===== src/rtl/program_counter_unit_pkg.sv =====
// Shared definitions for the program counter unit:
// action selects and a width helper.
package program_counter_unit_pkg;

  localparam logic [2:0] ACT_HOLD   = 3'd0;
  localparam logic [2:0] ACT_INC    = 3'd1;
  localparam logic [2:0] ACT_BRANCH = 3'd2;
  localparam logic [2:0] ACT_JUMP   = 3'd3;
  localparam logic [2:0] ACT_CALL   = 3'd4;
  localparam logic [2:0] ACT_RET    = 3'd5;

  function automatic int clog2(input int n);
    int r;
    r = 0;
    for (int i = 0; i < 32; i++)
      if ((1 << r) < n) r = r + 1;
    return r;
  endfunction

endpackage


===== src/rtl/program_counter_unit_adder.sv =====
// Generate/propagate adder used for PC+STEP and PC+offset;
// the carry-out is not exposed since PC arithmetic wraps.
module nbit_CLA_full_adder #(
  parameter int WIDTH = 8
) (
  input  logic [WIDTH-1:0] a,
  input  logic [WIDTH-1:0] b,
  input  logic             cin,
  output logic [WIDTH-1:0] sum
);

  // carry chain built from per-bit generate and propagate terms
  always_comb begin
    logic cy;
    cy  = cin;
    sum = '0;
    for (int i = 0; i < WIDTH; i++) begin
      sum[i] = a[i] ^ b[i] ^ cy;
      cy     = (a[i] & b[i]) | ((a[i] ^ b[i]) & cy);
    end
  end

endmodule


===== src/rtl/program_counter_unit_return_stack.sv =====
// LIFO of return addresses; push when full and pop when
// empty are silently ignored, the parent flags the error.
module return_stack
  import program_counter_unit_pkg::*;
#(
  parameter int WIDTH = 8,
  parameter int DEPTH = 4,
  localparam int CW = clog2(DEPTH + 1),
  localparam int AW = (DEPTH > 1) ? clog2(DEPTH) : 1
) (
  input  logic             clk,
  input  logic             reset,
  input  logic             push,
  input  logic             pop,
  input  logic [WIDTH-1:0] din,
  output logic [WIDTH-1:0] dout,
  output logic [CW-1:0]    count,
  output logic             full,
  output logic             empty
);

  logic [WIDTH-1:0] mem_q [DEPTH];
  logic [CW-1:0]    cnt_q;
  logic [CW-1:0]    top_idx;

  assign full    = (cnt_q == CW'(DEPTH));
  assign empty   = (cnt_q == '0);
  assign count   = cnt_q;
  assign top_idx = cnt_q - CW'(1);
  assign dout    = mem_q[AW'(top_idx)];

  // entry storage, written only on an accepted push
  always_ff @(posedge clk) begin
    if (push && !full)
      mem_q[AW'(cnt_q)] <= din;
  end

  // occupancy count; push wins if both are requested
  always_ff @(posedge clk) begin
    if (reset)
      cnt_q <= '0;
    else if (push && !full)
      cnt_q <= cnt_q + CW'(1);
    else if (pop && !empty)
      cnt_q <= cnt_q - CW'(1);
  end

endmodule


===== src/rtl/program_counter_unit.sv =====
// Program counter with step, jump, relative branch and
// call/return through an internal return-address stack.
module program_counter_unit
  import program_counter_unit_pkg::*;
#(
  parameter int WIDTH        = 8,
  parameter int STEP         = 1,
  parameter int OFF_W        = 8,
  parameter int DEPTH        = 4,
  parameter int RESET_VECTOR = 0,
  localparam int CW = clog2(DEPTH + 1)
) (
  input  logic             clk,
  input  logic             reset,
  input  logic             en,
  input  logic             jump,
  input  logic             call,
  input  logic             ret,
  input  logic             branch,
  input  logic [WIDTH-1:0] target,
  input  logic [OFF_W-1:0] offset,
  output logic [WIDTH-1:0] pc,
  output logic             stack_empty,
  output logic             stack_full,
  output logic             err
);

  logic [WIDTH-1:0] pc_q, pc_d;
  logic             err_q, err_d;
  logic [2:0]       act;
  logic             push, pop;
  logic [WIDTH-1:0] inc_sum, br_sum, off_ext, top_w;
  logic [CW-1:0]    count;
  logic             room, avail;
  logic             s_j, s_c, s_r, s_b;

  assign off_ext = WIDTH'($signed(offset));
  assign room    = (count < CW'(DEPTH));
  assign avail   = (count != '0);

  nbit_CLA_full_adder #(.WIDTH(WIDTH)) u_inc (
    .a   (pc_q),
    .b   (WIDTH'(STEP)),
    .cin (1'b0),
    .sum (inc_sum)
  );

  nbit_CLA_full_adder #(.WIDTH(WIDTH)) u_br (
    .a   (pc_q),
    .b   (off_ext),
    .cin (1'b0),
    .sum (br_sum)
  );

  return_stack #(.WIDTH(WIDTH), .DEPTH(DEPTH)) u_stk (
    .clk   (clk),
    .reset (reset),
    .push  (push),
    .pop   (pop),
    .din   (inc_sum),
    .dout  (top_w),
    .count (count),
    .full  (stack_full),
    .empty (stack_empty)
  );

  // priority-mask requests so at most one select is live
  always_comb begin
    s_j = jump;
    s_c = call & ~jump;
    s_r = ret & ~call & ~jump;
    s_b = branch & ~ret & ~call & ~jump;
    act = ACT_HOLD;
    if (en) begin
      unique case (1'b1)
        s_j:     act = ACT_JUMP;
        s_c:     act = ACT_CALL;
        s_r:     act = ACT_RET;
        s_b:     act = ACT_BRANCH;
        default: act = ACT_INC;
      endcase
    end
  end

  // next PC, stack strobes and error for the chosen action
  always_comb begin
    pc_d  = pc_q;
    err_d = err_q;
    push  = 1'b0;
    pop   = 1'b0;
    case (act)
      ACT_JUMP: pc_d = target;
      ACT_CALL: begin
        pc_d = target;
        if (room) push = 1'b1;
        else      err_d = 1'b1;
      end
      ACT_RET: begin
        if (avail) begin
          pc_d = top_w;
          pop  = 1'b1;
        end else begin
          pc_d  = inc_sum;
          err_d = 1'b1;
        end
      end
      ACT_BRANCH: pc_d = br_sum;
      ACT_INC:    pc_d = inc_sum;
      default:    pc_d = pc_q;
    endcase
  end

  // PC and sticky error registers
  always_ff @(posedge clk) begin
    if (reset) begin
      pc_q  <= WIDTH'(RESET_VECTOR);
      err_q <= 1'b0;
    end else begin
      pc_q  <= pc_d;
      err_q <= err_d;
    end
  end

  assign pc  = pc_q;
  assign err = err_q;

endmodule

===== config.mk =====
export PLATFORM = sky130hd
export DESIGN_NAME = program_counter_unit
export DESIGN_NICKNAME = d
export VERILOG_FILES = /design/src/rtl/program_counter_unit_pkg.sv /design/src/rtl/program_counter_unit_adder.sv /design/src/rtl/program_counter_unit_return_stack.sv /design/src/rtl/program_counter_unit.sv
export SDC_FILE = /design/constraint.sdc
export NUM_CORES = 1
export LEC_CHECK = 0
export CAP_MARGIN = 20
export CORE_MARGIN = 5
export CORE_UTILIZATION = 50
export CTS_CLUSTER_SIZE = 8
export DETAILED_ROUTE_END_ITERATION = 6
export PLACE_DENSITY = 0.71
export SLEW_MARGIN = 20
export SYNTH_ARGS = -nofsm -noshare
export SYNTH_HDL_FRONTEND = slang
export SYNTH_HIERARCHICAL = 1
export SYNTH_SLANG_ARGS = --single-unit
export TNS_END_PERCENT = 100

===== constraint.sdc =====
create_clock -name clk -period 11.5 [get_ports clk]
set_input_delay 2.3 -clock clk [delete_from_list [all_inputs] [get_ports clk]]
set_output_delay 2.3 -clock clk [all_outputs]
set_load 0.01 [all_outputs]

==> qor.csv <==
metric,value,unit
Layout area overhead,20.1,%
die height,81.0,µm
pre-CTS setup slack,5.21,ns
Initial Util,0.523,
GRT overflow,0,
kind of critical path,in2reg,
Hold Startpoint,err,
die span in x,81.0,µm
asr flop ratio synth,0,
most frequent cells in the layout,"clkdlybuf4s50_1 (33), edfxtp_1 (32), inv_1 (17)",
P_leak,0.00108,µW
clock-pin slew on the worst setup and hold paths,0.08,ns
NetSw,90.7,µW
RSZ-0062 raised after global routing,no,
R2R Path End,pc[7],
worst path cell trace,clkdlybuf4s50_1 -> inv_1 -> fa_1 -> inv_1 -> fa_1 -> fa_1 -> fa_1 -> fa_1 -> fa_1 -> fa_1 -> xor3_1 -> a221o_1 -> a221oi_1 -> nor3_1,
Yosys warning total,6,
# nets final,258,
number of setup buffers added after CTS,0,
H-tree depth,2,
number of synthesized register bits,44,
worst-case clock buffer depth,2,
worst path buffer plus inverter count,3,
clk root buf,clkbuf_8,
via count,1529,
PnR worst setup slack,5.52,ns
# IOs,34,
worst hold slack,0.457,ns
run status,"complete, no violations",
First-pass DRT Iterations,4,
total CTS buffers,5,
mean post-synth cell area,14.4,µm²
Most used DFF post-synth,edfxtp_1,
"EDFF count, synth",32,
Pwr Total,379,µW
clock group share of total power,0.321,
Power Dens Cells,125,nW/µm²
# setup viols final,0,
Slew @ Worst Pin,0.830,ns
largest net degree at the start of global routing,15,
Post-CTS Hold Buffers,0,
min cycle time layout,5.98,ns
# port buffers,33,
worst clock skew,0.00271,ns
Final Hold Viols,0,
slowest CP cell,fa_1,
Fmax,0.167,GHz
overall routed net length,4.89,mm
vias per cell,5.40,
Residual DRC,0,
data arrival time of the worst path,6.14,ns
CTS tree,done,
layout cells sized above 1,0.167,
Comb power frac,0.188,
routability cong.,0.756,
R2R cell count,13,
"Cell Area, Synth",2520,µm²
Core Rows,25,
post-synthesis instance total,175,
CP most frequent cell,fa_1,
VDD IR max,0.0000518,V
"most common cell after layout, fill and taps aside",clkdlybuf4s50_1,
vias in the first global route,1630,
setup tns final,0,ns
Hold Path Depth,2,
max-capacitance violation count,0,
antenna cell count,0,
DRT iter0 DRCs,89,
sw frac,0.239,
CP top delay family,adder cells,
Critical Path Max Stage Delay,0.40,ns
dpl hpwl,3.70,mm
number of distinct library cells after synthesis,38,
HP Class,reg2reg,
worst skew pair latency,0.29,ns
Slew HR,0.446,
worst reg2reg setup slack,7.37,ns
Worst Hold End,err,
GRT Util Overall,0.169,
Setup crit end kind,flip-flop,
die area,6560,µm²
Seq pwr share,0.491,
antenna violations before repair,0,
Internal,289,µW
Critical Path Source Type,input port,
Slew Limit Fails,0,
Routed Antenna Nets,0,
Avg WL per Cell,17.3,µm
crit-path max FO,1,
clock sinks,44,
first-pass GRT wire length,8.21,mm
Tcrit/Tclk final,0.520,
core area,4820,µm²
post-cts sizing count,0,
"Seq/Total Area, Yosys",0.476,
Crit path required time,11.66,ns
Crit Reg-Reg Startpoint,pc[0],
[metrics by stage]
| step | area, µm² | utilization | std cells |
|---|---|---|---|
| 5_1_grt | 3030 | 0.629 | 283 |
| 3_5_place_dp | 2910 | 0.603 | 275 |
| 3_3_place_gp | 2910 | 0.603 | 275 |
| 4_1_cts | 3030 | 0.629 | 283 |
| 6_report | 3030 | 0.629 | 283 |
| 2_1_floorplan | 2550 | - | 183 |
[power groups by stage]
stage          Combinational [µW]  Clock [µW]  Sequential [µW]
2_1_floorplan                46.2           0              189
3_3_place_gp                 66.7           0              189
3_5_place_dp                 71.5           0              190
4_1_cts                      71.8         125              186
5_1_grt                      78.9         131              187
6_report                     71.3         122              186
[Yosys cell counts (5+ instances only)]
cell type,count,area (µm²)
a221o_1,8,80.1
a221oi_1,7,61.3
and2_2,5,37.5
dfxtp_1,12,240
edfxtp_1,32,961
fa_1,14,280
ha_1,6,75.1
inv_1,17,63.8
mux2_2,8,90.1
mux4_2,8,180
nor2_1,9,33.8
nor3_1,10,50.1
[metal layers]
| metal | GRT usage | routed length, µm |
|---|---|---|
| met5 | 0 | 0 |
| met4 | 0.0709 | 73 |
| met3 | 0.0255 | 192 |
| met2 | 0.275 | 2370 |
| met1 | 0.227 | 2250 |
[state kept, by name, indices dropped and copies added (netlist names)]
signal and count:
u_stk/mem_q 32, pc 8, err 1, u_stk/count 3
[worst register-to-register path, cell delays in order, from the launching register on]
cell and delay (ns):
dfxtp_1 0.35, inv_1 0.09, fa_1 0.17, inv_1 0.05
fa_1 0.39, fa_1 0.39, fa_1 0.39, fa_1 0.42
fa_1 0.41, fa_1 0.41, xor3_1 0.28, mux2_2 0.31
a221oi_1 0.26, nor3_1 0.09
[kinds of logic (layout without fill, tap and decap cells)]
kind of cell | after synthesis | after routing | share of synthesized area
AOI/OAI and AO/OA | 24 | 24 | 0.0844
DFF | 44 | 44 | 0.476
adders and majority gates | 20 | 20 | 0.141
muxes | 16 | 16 | 0.107
and+or+nand+nor | 42 | 42 | 0.121
xor gates and xnor gates | 2 | 2 | 0.0189
buffers and inverters | 25 | 58 | 0.0486
other | 2 | 10 | 0.00298
[layout make-up]
type | instances | area [µm²]
well taps | 67 | 83.8
flip-flops and latches | 44 | 1200
fillers | 386 | 1790
inverters | 17 | 63.8
repair buffers | 33 | 330
clock buffers | 6 | 82.6
multi-input cells | 114 | 1230
clock inverters | 2 | 38.8
[worst max path at each step]
| stage | end | slack, ns | startpoint | cells past startpoint |
|---|---|---|---|---|
| floorplan | pc[7] | 5.81 | offset[0] | 13 |
| global placement | pc[7] | 5.30 | offset[0] | 14 |
| detailed placement | pc[7] | 5.21 | offset[0] | 14 |
| CTS | pc[7] | 5.52 | offset[0] | 14 |
| global route | pc[7] | 5.34 | offset[0] | 14 |
| finish | pc[7] | 5.52 | offset[0] | 14 |
(Power assumes the default switching activity.)
